File: config.mk
export PLATFORM = sky130hd
export DESIGN_NAME = match_timer
export DESIGN_NICKNAME = d
export VERILOG_FILES = /design/src/rtl/pong_pkg.sv /design/src/rtl/btn_pulse.sv /design/src/rtl/match_timer.sv
export SDC_FILE = /design/constraint.sdc
export NUM_CORES = 1
export LEC_CHECK = 0
export ABC_AREA = 1
export CORE_ASPECT_RATIO = 0.8
export CORE_MARGIN = 1
export CORE_UTILIZATION = 55
export DETAILED_ROUTE_END_ITERATION = 6
export DONT_BUFFER_PORTS = 1
export PLACE_DENSITY = 0.69
export SETUP_SLACK_MARGIN = 0.5
export SYNTH_ARGS = -nofsm -noshare
export SYNTH_HDL_FRONTEND = slang
export SYNTH_HIERARCHICAL = 1
export SYNTH_SLANG_ARGS = --single-unit
File: constraint.sdc
create_clock -name clk -period 2.3 [get_ports clk]
set_clock_uncertainty 0.1 [all_clocks]
set_input_delay 0.575 -clock clk [delete_from_list [all_inputs] [get_ports clk]]
set_output_delay 0.575 -clock clk [all_outputs]
set_load 0.005 [all_outputs]
File: src/rtl/pong_pkg.sv
// Shared definitions for the match timer: state encoding, default parameter
// values and the saturating set-time adjustment used by the controller.
package pong_pkg;

  // Width of every seconds-valued quantity (max_time, remaining_time).
  localparam int unsigned TIME_W = 8;

  // Default parameter values for match_timer.
  localparam int unsigned DEF_CLK_HZ          = 100_000_000;
  localparam int unsigned DEF_DEBOUNCE_CYCLES = 1_000_000;
  localparam int unsigned DEF_STEP_S          = 15;
  localparam int unsigned DEF_MIN_S           = 15;
  localparam int unsigned DEF_MAX_S           = 240;
  localparam int unsigned DEF_DEFAULT_S       = 60;

  typedef enum logic [1:0] {
    ST_SET   = 2'd0,
    ST_RUN   = 2'd1,
    ST_PAUSE = 2'd2,
    ST_DONE  = 2'd3
  } state_e;

  // Applies one up/down step to the configured time, clamped to
  // [min_s, max_s]. Both buttons together cancel out. The sum is taken one
  // bit wider so that a step past 255 still clamps instead of wrapping.
  function automatic logic [TIME_W-1:0] adjust_time(
    input logic [TIME_W-1:0] cur,
    input logic              up,
    input logic              down,
    input logic [TIME_W-1:0] step,
    input logic [TIME_W-1:0] min_s,
    input logic [TIME_W-1:0] max_s
  );
    logic [TIME_W:0] sum;
    logic [TIME_W:0] lower_lim;
    sum       = {1'b0, cur} + {1'b0, step};
    lower_lim = {1'b0, min_s} + {1'b0, step};
    adjust_time = cur;
    if (up && !down) begin
      adjust_time = (sum > {1'b0, max_s}) ? max_s : sum[TIME_W-1:0];
    end else if (down && !up) begin
      adjust_time = ({1'b0, cur} < lower_lim) ? min_s : (cur - step);
    end
  endfunction

endpackage

File: src/rtl/btn_pulse.sv
// Conditions one raw push-button into a single-cycle press pulse.
//   clk, rst_n : system clock, asynchronous active-low reset
//   btn_raw    : asynchronous, bouncing button level
//   pulse      : one-cycle high pulse per accepted press (rising edge of the
//                debounced level)
// The raw level goes through a 2-flop synchronizer; the debounced level only
// follows the synchronized level once it has differed for DEBOUNCE_CYCLES
// consecutive cycles.
module btn_pulse
  import pong_pkg::*;
#(
  parameter int unsigned DEBOUNCE_CYCLES = DEF_DEBOUNCE_CYCLES
) (
  input  logic clk,
  input  logic rst_n,
  input  logic btn_raw,
  output logic pulse
);

  localparam int unsigned CNT_W = (DEBOUNCE_CYCLES > 1) ? $clog2(DEBOUNCE_CYCLES) : 1;
  localparam logic [CNT_W-1:0] CNT_LAST = CNT_W'(DEBOUNCE_CYCLES - 1);

  logic [1:0]       sync_q, sync_d;   // sync_q[1] is the usable level
  logic             stable_q, stable_d;
  logic [CNT_W-1:0] cnt_q, cnt_d;
  logic             pulse_q, pulse_d;

  always_comb begin
    // NOTE: every signal gets a default before any branch so no path leaves
    // it unassigned; otherwise synthesis infers a latch.
    sync_d   = {sync_q[0], btn_raw};
    stable_d = stable_q;
    cnt_d    = '0;
    if (sync_q[1] != stable_q) begin
      // Count consecutive cycles the input disagrees with the accepted level;
      // any agreement restarts the count, so glitches never get through.
      if (cnt_q == CNT_LAST) begin
        stable_d = sync_q[1];
      end else begin
        cnt_d = cnt_q + CNT_W'(1);
      end
    end
    pulse_d = stable_d & ~stable_q;
  end

  // NOTE: sequential state is updated with non-blocking assignments so every
  // flop samples the pre-edge value of every other flop.
  always_ff @(posedge clk or negedge rst_n) begin
    if (!rst_n) begin
      sync_q   <= '0;
      stable_q <= 1'b0;
      cnt_q    <= '0;
      pulse_q  <= 1'b0;
    end else begin
      sync_q   <= sync_d;
      stable_q <= stable_d;
      cnt_q    <= cnt_d;
      pulse_q  <= pulse_d;
    end
  end

  assign pulse = pulse_q;

endmodule

File: src/rtl/match_timer.sv
// Match countdown timer with a settable match length.
//   clk, rst_n      : system clock, asynchronous active-low reset
//   btn_up/btn_down : raw buttons, adjust max_time by STEP_S while in SET
//   btn_start       : raw button, start (SET), resume (PAUSE), back to SET (DONE)
//   btn_pause       : raw button, pause (RUN) / resume (PAUSE)
//   max_time        : configured match length in seconds
//   remaining_time  : seconds left in the match
//   running         : high only while counting down
//   time_up         : one-cycle pulse in the cycle remaining_time reaches 0
module match_timer
  import pong_pkg::*;
#(
  parameter int unsigned CLK_HZ          = DEF_CLK_HZ,
  parameter int unsigned DEBOUNCE_CYCLES = DEF_DEBOUNCE_CYCLES,
  parameter int unsigned STEP_S          = DEF_STEP_S,
  parameter int unsigned MIN_S           = DEF_MIN_S,
  parameter int unsigned MAX_S           = DEF_MAX_S,
  parameter int unsigned DEFAULT_S       = DEF_DEFAULT_S
) (
  input  logic              clk,
  input  logic              rst_n,
  input  logic              btn_up,
  input  logic              btn_down,
  input  logic              btn_start,
  input  logic              btn_pause,
  output logic [TIME_W-1:0] max_time,
  output logic [TIME_W-1:0] remaining_time,
  output logic              running,
  output logic              time_up
);

  localparam int unsigned PRESC_W = (CLK_HZ > 1) ? $clog2(CLK_HZ) : 1;
  localparam logic [PRESC_W-1:0] PRESC_LAST = PRESC_W'(CLK_HZ - 1);
  localparam logic [TIME_W-1:0]  STEP_V     = TIME_W'(STEP_S);
  localparam logic [TIME_W-1:0]  MIN_V      = TIME_W'(MIN_S);
  localparam logic [TIME_W-1:0]  MAX_V      = TIME_W'(MAX_S);
  localparam logic [TIME_W-1:0]  DEFAULT_V  = TIME_W'(DEFAULT_S);

  logic up_p, down_p, start_p, pause_p;

  btn_pulse #(.DEBOUNCE_CYCLES(DEBOUNCE_CYCLES)) u_btn_up (
    .clk(clk), .rst_n(rst_n), .btn_raw(btn_up), .pulse(up_p)
  );
  btn_pulse #(.DEBOUNCE_CYCLES(DEBOUNCE_CYCLES)) u_btn_down (
    .clk(clk), .rst_n(rst_n), .btn_raw(btn_down), .pulse(down_p)
  );
  btn_pulse #(.DEBOUNCE_CYCLES(DEBOUNCE_CYCLES)) u_btn_start (
    .clk(clk), .rst_n(rst_n), .btn_raw(btn_start), .pulse(start_p)
  );
  btn_pulse #(.DEBOUNCE_CYCLES(DEBOUNCE_CYCLES)) u_btn_pause (
    .clk(clk), .rst_n(rst_n), .btn_raw(btn_pause), .pulse(pause_p)
  );

  state_e             state_q, state_d;
  logic [TIME_W-1:0]  max_time_q, max_time_d;
  logic [TIME_W-1:0]  remaining_q, remaining_d;
  logic [PRESC_W-1:0] presc_q, presc_d;
  logic               running_q, running_d;
  logic               time_up_q, time_up_d;
  logic               tick;

  assign tick = (presc_q == PRESC_LAST);

  always_comb begin
    state_d     = state_q;
    max_time_d  = max_time_q;
    remaining_d = remaining_q;
    presc_d     = presc_q;
    time_up_d   = 1'b0;
    case (state_q)
      ST_SET: begin
        // remaining_time shadows max_time one cycle late, which also makes
        // it equal to max_time on the cycle a start is accepted.
        remaining_d = max_time_q;
        if (start_p) begin
          presc_d = '0;
          state_d = ST_RUN;
        end else begin
          max_time_d = adjust_time(max_time_q, up_p, down_p, STEP_V, MIN_V, MAX_V);
        end
      end
      ST_RUN: begin
        // The prescaler advances on every RUN cycle, including the one in
        // which a pause is accepted; the held value therefore counts it.
        if (tick) begin
          presc_d = '0;
          if (remaining_q <= TIME_W'(1)) begin
            remaining_d = '0;
            time_up_d   = 1'b1;
            state_d     = ST_DONE;
          end else begin
            remaining_d = remaining_q - TIME_W'(1);
            if (pause_p) state_d = ST_PAUSE;
          end
        end else begin
          presc_d = presc_q + PRESC_W'(1);
          if (pause_p) state_d = ST_PAUSE;
        end
      end
      ST_PAUSE: begin
        if (pause_p || start_p) state_d = ST_RUN;
      end
      ST_DONE: begin
        remaining_d = '0;
        if (start_p) begin
          state_d     = ST_SET;
          remaining_d = max_time_q;
        end
      end
      default: state_d = ST_SET;
    endcase
    running_d = (state_d == ST_RUN);
  end

  always_ff @(posedge clk or negedge rst_n) begin
    if (!rst_n) begin
      state_q     <= ST_SET;
      max_time_q  <= DEFAULT_V;
      remaining_q <= DEFAULT_V;
      presc_q     <= '0;
      running_q   <= 1'b0;
      time_up_q   <= 1'b0;
    end else begin
      state_q     <= state_d;
      max_time_q  <= max_time_d;
      remaining_q <= remaining_d;
      presc_q     <= presc_d;
      running_q   <= running_d;
      time_up_q   <= time_up_d;
    end
  end

  assign max_time       = max_time_q;
  assign remaining_time = remaining_q;
  assign running        = running_q;
  assign time_up        = time_up_q;

endmodule
==> metrics.csv, run 1 <==
metric;value;unit
run_status;finished, violations left;
violations;hold timing;
timing.final.crit_share;76.43;%
yosys.area_share.simple;40.26;%
synthTopCellsByCount;nand2_1, nor2_1, dfrtp_1;
ys_seq_elements;143;
cap_viol_max_count;0;
worst_slew_pin_slew;0.4188;ns
power.density;544.7;nW/um^2
synth_most_common_cell;nand2_1;
crit_type;reg -> out;
port_buffers;0;
synth.area.mux_share;0;%
hold_ws;-0.2661;ns
yosysWarnings;6;
fin_ws;0.5421;ns
grt_overflow;0;
die_x;144.5;um
rsz0062_at_grt;yes;
synth_top_family_by_area;simple AND/OR/NAND/NOR gates;
critPathArrivalTime;1.08;ns
cts_made_buffers;17;
layout.nets;1193;
synth_fa_ha_area_share;1.540;%
synth-async-reset-ratio;100.0;%
synth-seq-area-share;40.15;%
grt_max_degree;144;
slew_violations;0;
dieArea;16770;sq um
relSlewSlack;72.06;%
routed_wirelength;19430;um
syn_nets;1161;
synth_top_area_share;37.79;%
initial_core_util;56.39;%
peakVddDrop;0.7048;mV
core_area;15850;sq um
total_power;5.489;mW
end_kind;primary output;
syn_inst;1144;
finalHoldViolations;139;
ys_types;49;
io_pins;24;
clk_pin_slew_worst_paths;0.06;ns
gp_congestion;0.9253;
fmax;568.9;MHz
htree_levels;4;
drc;0;
synth_area_per_cell;7.813;sq um
tns;0;ns
period_needed;1.758;ns
startpoint_type;flip-flop;
clkSinkCount;143;
synth_edf_count;0;
setup_viol;0;
place_hpwl;13810;um
first_pass_iters;5;
cts_tree;yes;
critPathRequiredTime;1.62;ns
die_h;116.0;um
clock_latency;0.43;ns
drive_above_1_share;20.86;%
antenna_left;0;
drt_iter0_drc;536;
yosys.area.top_type;dfrtp_1;
antenna_cells;0;
viasPerCell;5.253;
p_leak;4.826;nW
area_growth;12.75;%
drt-wirelength-per-cell;13.84;um
synthTopCellsByArea;dfrtp_1, nand2_1, nor2_1;
antenna_found_initial;0;
row_count;41;
grt_pass1_vias;6567;
worstPathMaxFanout;8;
grt_pass1_wl;31920;um
synth_ff_type;dfrtp_1;
syn_area;8939;sq um
fin_cells;1404;
synthXorXnorAreaFrac;6.117;%
clockBufferDepth;2;
root_buffer;clkbuf_16;
grt_use_total;24.42;%
r2r_setup_slack;0.57;ns
synth_compound_area_share;5.557;%
num_vias;7375;
dp_slack;0.3962;ns
hold_path_class;in -> async;
dp_cells;1356;
## stage by stage
stage | area (sq um) | utilization [%]
CTS | 9878 | 62.32
finish | 10080 | 63.58
detailed placement | 9194 | 58.00
floorplan | 8939 | -
global placement | 9194 | 58.00
global route | 10080 | 63.58
## routing by layer
| layer | GRT usage, % | share of wire, % |
|---|---|---|
| met1 | 37.61 | 51 |
| met2 | 34.26 | 43 |
| met3 | 5.620 | 5.8 |
| met4 | 5.684 | 0.87 |
| met5 | 0 | 0 |
## logic make-up (layout without fill, tap and decap cells)
logic type | Yosys count | in the layout
DFF | 143 | 143
xor gates and xnor gates | 59 | 59
AOI/OAI and AO/OA | 83 | 83
and+or+nand+nor | 700 | 700
adders and majority gates | 11 | 11
buffers and inverters | 148 | 193
## timing repair
| action | in CTS | in global routing |
|---|---|---|
| pin swaps | 3 | 14 |
| setup buffers | 7 | 9 |
| gates resized for setup | 7 | 44 |
| hold endpoints to repair | 143 | 143 |
| setup endpoints to repair | 17 | 32 |
## where the power goes
part	total, mW	internal [mW]	switching [mW]
combinational	0.0782	0.0249	0.0533
sequential	2.56	2.54	0.0191
clock	2.85	1.77	1.09
## cells in the final DEF, fill, tap and decap left out, drive strengths merged, types with 16 or more instances in the layout
cell type / n
buf: 19
xnor2: 16
nand2: 274
o21ai: 33
nor2: 243
inv: 142
nand4: 22
xor2: 43
dfrtp: 135
nand3: 116
a21oi: 28
clkbuf: 19
nor3: 30
## flip-flops by register name, indices dropped and copies added, names as in the netlist
signal	cells
presc_q	27
u_btn_down/cnt_q	20
u_btn_pause/cnt_q	20
u_btn_start/cnt_q	20
u_btn_up/cnt_q	20
max_time	8
remaining_time	8
state_q	2
u_btn_down/sync_q	2
u_btn_pause/sync_q	2
u_btn_start/sync_q	2
u_btn_up/sync_q	2
running	1
time_up	1
u_btn_down/pulse	1
u_btn_down/stable_q	1
u_btn_pause/pulse	1
u_btn_pause/stable_q	1
u_btn_start/pulse	1
u_btn_start/stable_q	1
u_btn_up/pulse	1
u_btn_up/stable_q	1
## final timing paths
kind                            cells past startpoint                         start                               to
min in group clk                                    0                     btn_pause  u_btn_pause/sync_q[0]$_DFF_PN0_
worst min register to register                      0  u_btn_up/sync_q[0]$_DFF_PN0_     u_btn_up/sync_q[1]$_DFF_PN0_
worst max-delay path                                0       max_time[2]$_DFFE_PN1P_                      max_time[2]
max in group asynchronous                           0                         rst_n          max_time[4]$_DFFE_PN1P_
worst max register to register                     11       max_time[2]$_DFFE_PN1P_          max_time[0]$_DFFE_PN0P_
worst min-delay path                                0                         rst_n     u_btn_up/cnt_q[14]$_DFF_PN0_
## final cells by class
type / instances / area [sq um]
fillers: 1326 / 5773
multi-input cells: 853 / 4921
flip-flops and latches: 143 / 3595
inverters: 142 / 540.5
clock buffers: 19 / 452.9
well taps: 215 / 269.0
clock inverters: 13 / 161.4
repair buffers: 19 / 138.9
No activity file was read; power rests on OpenSTA's default activity.
==> inputs of run 2 (changes only) <==
PLACE_DENSITY = 0.72   (was 0.69)
clock period = 1.5 ns   (was 2.3 ns; I/O delays follow)
==> metrics.csv, run 2 (synthesized netlist as in run 1, its figures left out) <==
metric;value;unit
drc;8;
routed_wirelength;34650;um
r2r_setup_slack;-0.47;ns
gp_congestion;0.9157;
gr-max-usage-layer;met2;
postLayoutCellArea;14100;sq um
cts_made_buffers;17;
crit_start;max_time[2]$_DFFE_PN1P_;
cts_hold_buf;4;
dp_cells;1486;
grt_use_total;33.78;%
period_needed;1.970;ns
grt_pass1_vias;8910;
viasPerCell;6.028;
critPathArrivalTime;2.17;ns
drt-wirelength-per-cell;20.84;um
final_cell_mix;buf_4, nand2_1, nor2_1;
setup_viol;80;
slowest_stage;dfstp_2;
hold_ws;-0.4692;ns
crit_buf_inv;0;
root_buffer;clkbuf_16;
power.density;612.9;nW/um^2
largest_register_ffs;27;
timing.final.crit_share;131.4;%
path_cells;nor2_4, nand2_4, nand2_1, nand2_1, nand2_2, nor2_2, nand2_2, nand2_2, nand2_4, nand2_1, nand2_1;
area_growth;57.73;%
slew_violations;0;
cts_tree;yes;
critPathMaxStageDelay;0.64;ns
worst_slew_pin_slew;0.5525;ns
worstReg2RegEnd;max_time[1]$_DFFE_PN0P_;
layout.cells.most_common;buf_4;
antenna_found_initial;1;
fin_ws;-0.4703;ns
core_area;15850;sq um
p_leak;6.543;nW
place_hpwl;15630;um
peakVddDrop;0.8997;mV
io_pins;24;
regMostFlops;presc_q;
startpoint_type;flip-flop;
gr-usage-met2;54.78;%
hold_path_class;in -> async;
grtUsageMet3;8.430;%
die_h;116.0;um
run_status;finished, violations left;
cap_viol_max_count;0;
finalHoldViolations;143;
relSlewSlack;63.12;%
dp_slack;-0.1829;ns
grt_max_degree;144;
fillerInstances;624;
worstPathMaxFanout;6;
dieArea;16770;sq um
violations;DRC, hold timing, setup timing;
crit_type;reg -> reg;
use_met1;43.53;%
grt_pass1_wl;43570;um
rsz0062_at_grt;yes;
layout.nets;1451;
drive_above_1_share;55.49;%
fmax;507.5;MHz
grt_overflow;0;
clk_pin_slew_worst_paths;0.07;ns
die_x;144.5;um
antenna_left;0;
htree_levels;4;
port_buffers;0;
row_count;41;
cp_common_cell;nand2_1;
dpl_cell_area;10530;sq um
reg2reg_depth;11;
critical-path-top-delay-family;simple AND/OR/NAND/NOR gates;
critPathRequiredTime;1.70;ns
end_kind;flip-flop;
clock_latency;0.43;ns
num_vias;10020;
fin_cells;1663;
initial_core_util;56.39;%
clockBufferDepth;2;
first_pass_iters;7;
drt_iter0_drc;1124;
clkSinkCount;143;
rr_startpoint;max_time[2]$_DFFE_PN1P_;
## run 2: changes by cell type in the layout (fill, tap and decap cells not counted), moves of 16 or more
cell and delta:
buf_6 +77, nor2_2 +28, dfrtp_1 -35, nor2_4 +31, nand2_2 +49, nand3_4 +25, buf_4 +171, dfrtp_2 +35
nor2_1 -59, nand3_1 -66, nand2_1 -70, nand3_2 +41, nand2_4 +16
## run 2: cell type report
| type | instances | area (sq um) | area share, % |
|---|---|---|---|
| Antenna cell | 1 | 2.502 | 0.01775 |
| Clock buffer | 17 | 425.4 | 3.017 |
| Clock inverter | 15 | 175.2 | 1.242 |
| Inverter | 142 | 596.8 | 4.233 |
| Multi-Input combinational cell | 855 | 6584 | 46.70 |
| Sequential cell | 143 | 3638 | 25.81 |
| Tap cell | 215 | 269.0 | 1.908 |
| Timing Repair Buffer | 274 | 2401 | 17.03 |
| Timing Repair inverter | 1 | 6.256 | 0.04437 |
## run 2: where the power goes
group,internal [mW],total [mW],switching (mW),leakage [nW]
sequential,3.90,3.94,0.0463,1.87
combinational,0.145,0.298,0.154,4.38
clock,2.50,4.40,1.90,0.292
## run 2: timing repair
action,4_1_cts,5_1_grt
hold endpoints to repair,147,143
setup endpoints to repair,153,153
gates resized for setup,256,223
gates cloned,3,0
pin swaps,112,133
buffers inserted,84,53
## run 2: metrics by stage
stage | util [%] | power (mW) | TNS [ns]
global placement | 66.43 | 4.157 | -2.468
global route | 88.93 | 8.841 | -28.24
CTS | 81.01 | 8.586 | -5.500
detailed placement | 66.43 | 4.162 | -4.678
finish | 88.94 | 8.641 | -17.12
floorplan | - | 4.119 | -1.024
## run 2: worst max path at each step
stage | end | slack (ns) | cells after the start
floorplan | max_time[1]$_DFFE_PN0P_ | -0.07 | 12
global placement | max_time[2]$_DFFE_PN1P_ | -0.12 | 9
detailed placement | max_time[1]$_DFFE_PN0P_ | -0.18 | 11
CTS | max_time[5] | -0.21 | 2
global route | max_time[2]$_DFFE_PN1P_ | -0.67 | 9
finish | max_time[1]$_DFFE_PN0P_ | -0.47 | 11
## run 2: per-layer routing
metal | up-vias | wire (um)
met5 | - | 0
met4 | 0 | 2142
met3 | 254 | 3922
met2 | 763 | 15860
met1 | 4767 | 12720
li1 | 4240 | -
==> inputs of run 3 (changes only) <==
CAP_MARGIN = 20   (was not set)
PLACE_DENSITY = 0.69   (was 0.72)
clock period = 2.4 ns   (was 1.5 ns; I/O delays follow)
==> metrics.csv, run 3 (synthesized netlist as in run 1, its figures left out) <==
metric;value;unit
viasPerCell;5.249;
hold_path_class;in -> async;
finalHoldViolations;141;
port_buffers;0;
dieArea;16770;sq um
tns;0;ns
drt-wirelength-per-cell;13.94;um
hold_ws;-0.2302;ns
worst_slew_pin_slew;0.4385;ns
grt_pass1_vias;6726;
largest_register_ffs;27;
antenna_found_initial;0;
antenna_left;0;
layout.cells.most_common;nand2_1;
initial_core_util;56.39;%
drive_above_1_share;18.24;%
antenna_cells;0;
run_status;finished, violations left;
gp_congestion;0.9292;
setup_viol;0;
die_x;144.5;um
multiInputGateArea;4840;sq um
clkSinkCount;143;
slew_violations;0;
cts_made_buffers;17;
fillerInstances;1367;
crit_type;reg -> out;
end_kind;primary output;
cap_viol_max_count;0;
die_h;116.0;um
timing.final.crit_share;74.48;%
regArea;3592;sq um
first_pass_iters;5;
regMostFlops;presc_q;
critPathRequiredTime;1.70;ns
area_growth;10.90;%
root_buffer;clkbuf_16;
grt_overflow;0;
core_area;15850;sq um
peakVddDrop;0.4568;mV
row_count;41;
grt_use_total;24.77;%
place_hpwl;13860;um
clockBufferDepth;2;
final_cell_mix;nand2_1, nor2_1, dfrtp_1;
period_needed;1.788;ns
num_vias;7317;
io_pins;24;
layout.nets;1183;
power.density;528.2;nW/um^2
drc;0;
dpl_cell_area;9194;sq um
critPathArrivalTime;1.09;ns
routed_wirelength;19430;um
fmax;559.4;MHz
postLayoutCellArea;9913;sq um
clock_latency;0.42;ns
violations;hold timing;
drt_iter0_drc;590;
grt_max_degree;144;
clk_pin_slew_worst_paths;0.06;ns
startpoint_type;flip-flop;
relSlewSlack;70.54;%
worstPathMaxFanout;8;
grt_pass1_wl;32510;um
p_leak;4.750;nW
rsz0062_at_grt;yes;
cts_tree;yes;
htree_levels;4;
run 3: repair_timing:
| action | CTS | global route |
|---|---|---|
| pin swaps | 0 | 3 |
| setup endpoints to repair | 2 | 26 |
| setup buffers | 0 | 6 |
| gates resized for setup | 2 | 16 |
| hold endpoints to repair | 143 | 143 |
run 3: power by group:
part	switching, mW	internal (mW)	leakage, nW	total (mW)
combinational	0.0498	0.0239	2.53	0.0738
sequential	0.0181	2.44	1.94	2.45
clock	1.05	1.66	0.285	2.71
total	1.11	4.12	4.75	5.24
run 3: worst paths after layout:
| kind | slack (ns) | from | cells after the start | endpoint |
|---|---|---|---|---|
| worst max register to register | 0.62 | u_btn_down/pulse$_DFF_PN0_ | 7 | max_time[6]$_DFFE_PN0P_ |
| max in group asynchronous | 2.17 | rst_n | 0 | max_time[2]$_DFFE_PN1P_ |
| worst min register to register | 0.25 | u_btn_down/sync_q[0]$_DFF_PN0_ | 0 | u_btn_down/sync_q[1]$_DFF_PN0_ |
| worst max-delay path | 0.61 | max_time[2]$_DFFE_PN1P_ | 0 | max_time[2] |
| worst min-delay path | -0.23 | rst_n | 0 | u_btn_up/cnt_q[12]$_DFF_PN0_ |
| min in group clk | 0.10 | btn_up | 0 | u_btn_up/sync_q[0]$_DFF_PN0_ |
run 3: cell type report:
type                    instances  area share (%)
clock buffers                  19           4.468
flip-flops and latches        143           36.24
repair buffers                  9          0.7068
multi-input cells             853           48.82
well taps                     215           2.714
inverters                     142           5.389
clock inverters                13           1.666
run 3: routing by layer:
layer,vias up,part of all wire (%),global-route usage [%]
met5,-,0,0
met4,0,1.1,6.105
met3,17,5.2,5.455
met2,182,43,36.22
met1,3422,51,36.97
li1,3696,-,-
run 3: metrics by stage:
| stage | hold slack [ns] | total power, mW | instances | worst slack (ns) | util [%] |
|---|---|---|---|---|---|
| after floorplan | 0.2044 | 2.552 | 1144 | 0.7336 | - |
| after global placement | 0.2082 | 2.569 | 1356 | 0.5667 | 58.00 |
| after detailed placement | 0.2081 | 2.571 | 1356 | 0.4809 | 58.00 |
| after CTS | -0.2445 | 5.304 | 1388 | 0.5187 | 61.85 |
| after global routing | -0.2517 | 5.412 | 1394 | 0.4650 | 62.54 |
| final | -0.2302 | 5.236 | 1394 | 0.6124 | 62.54 |
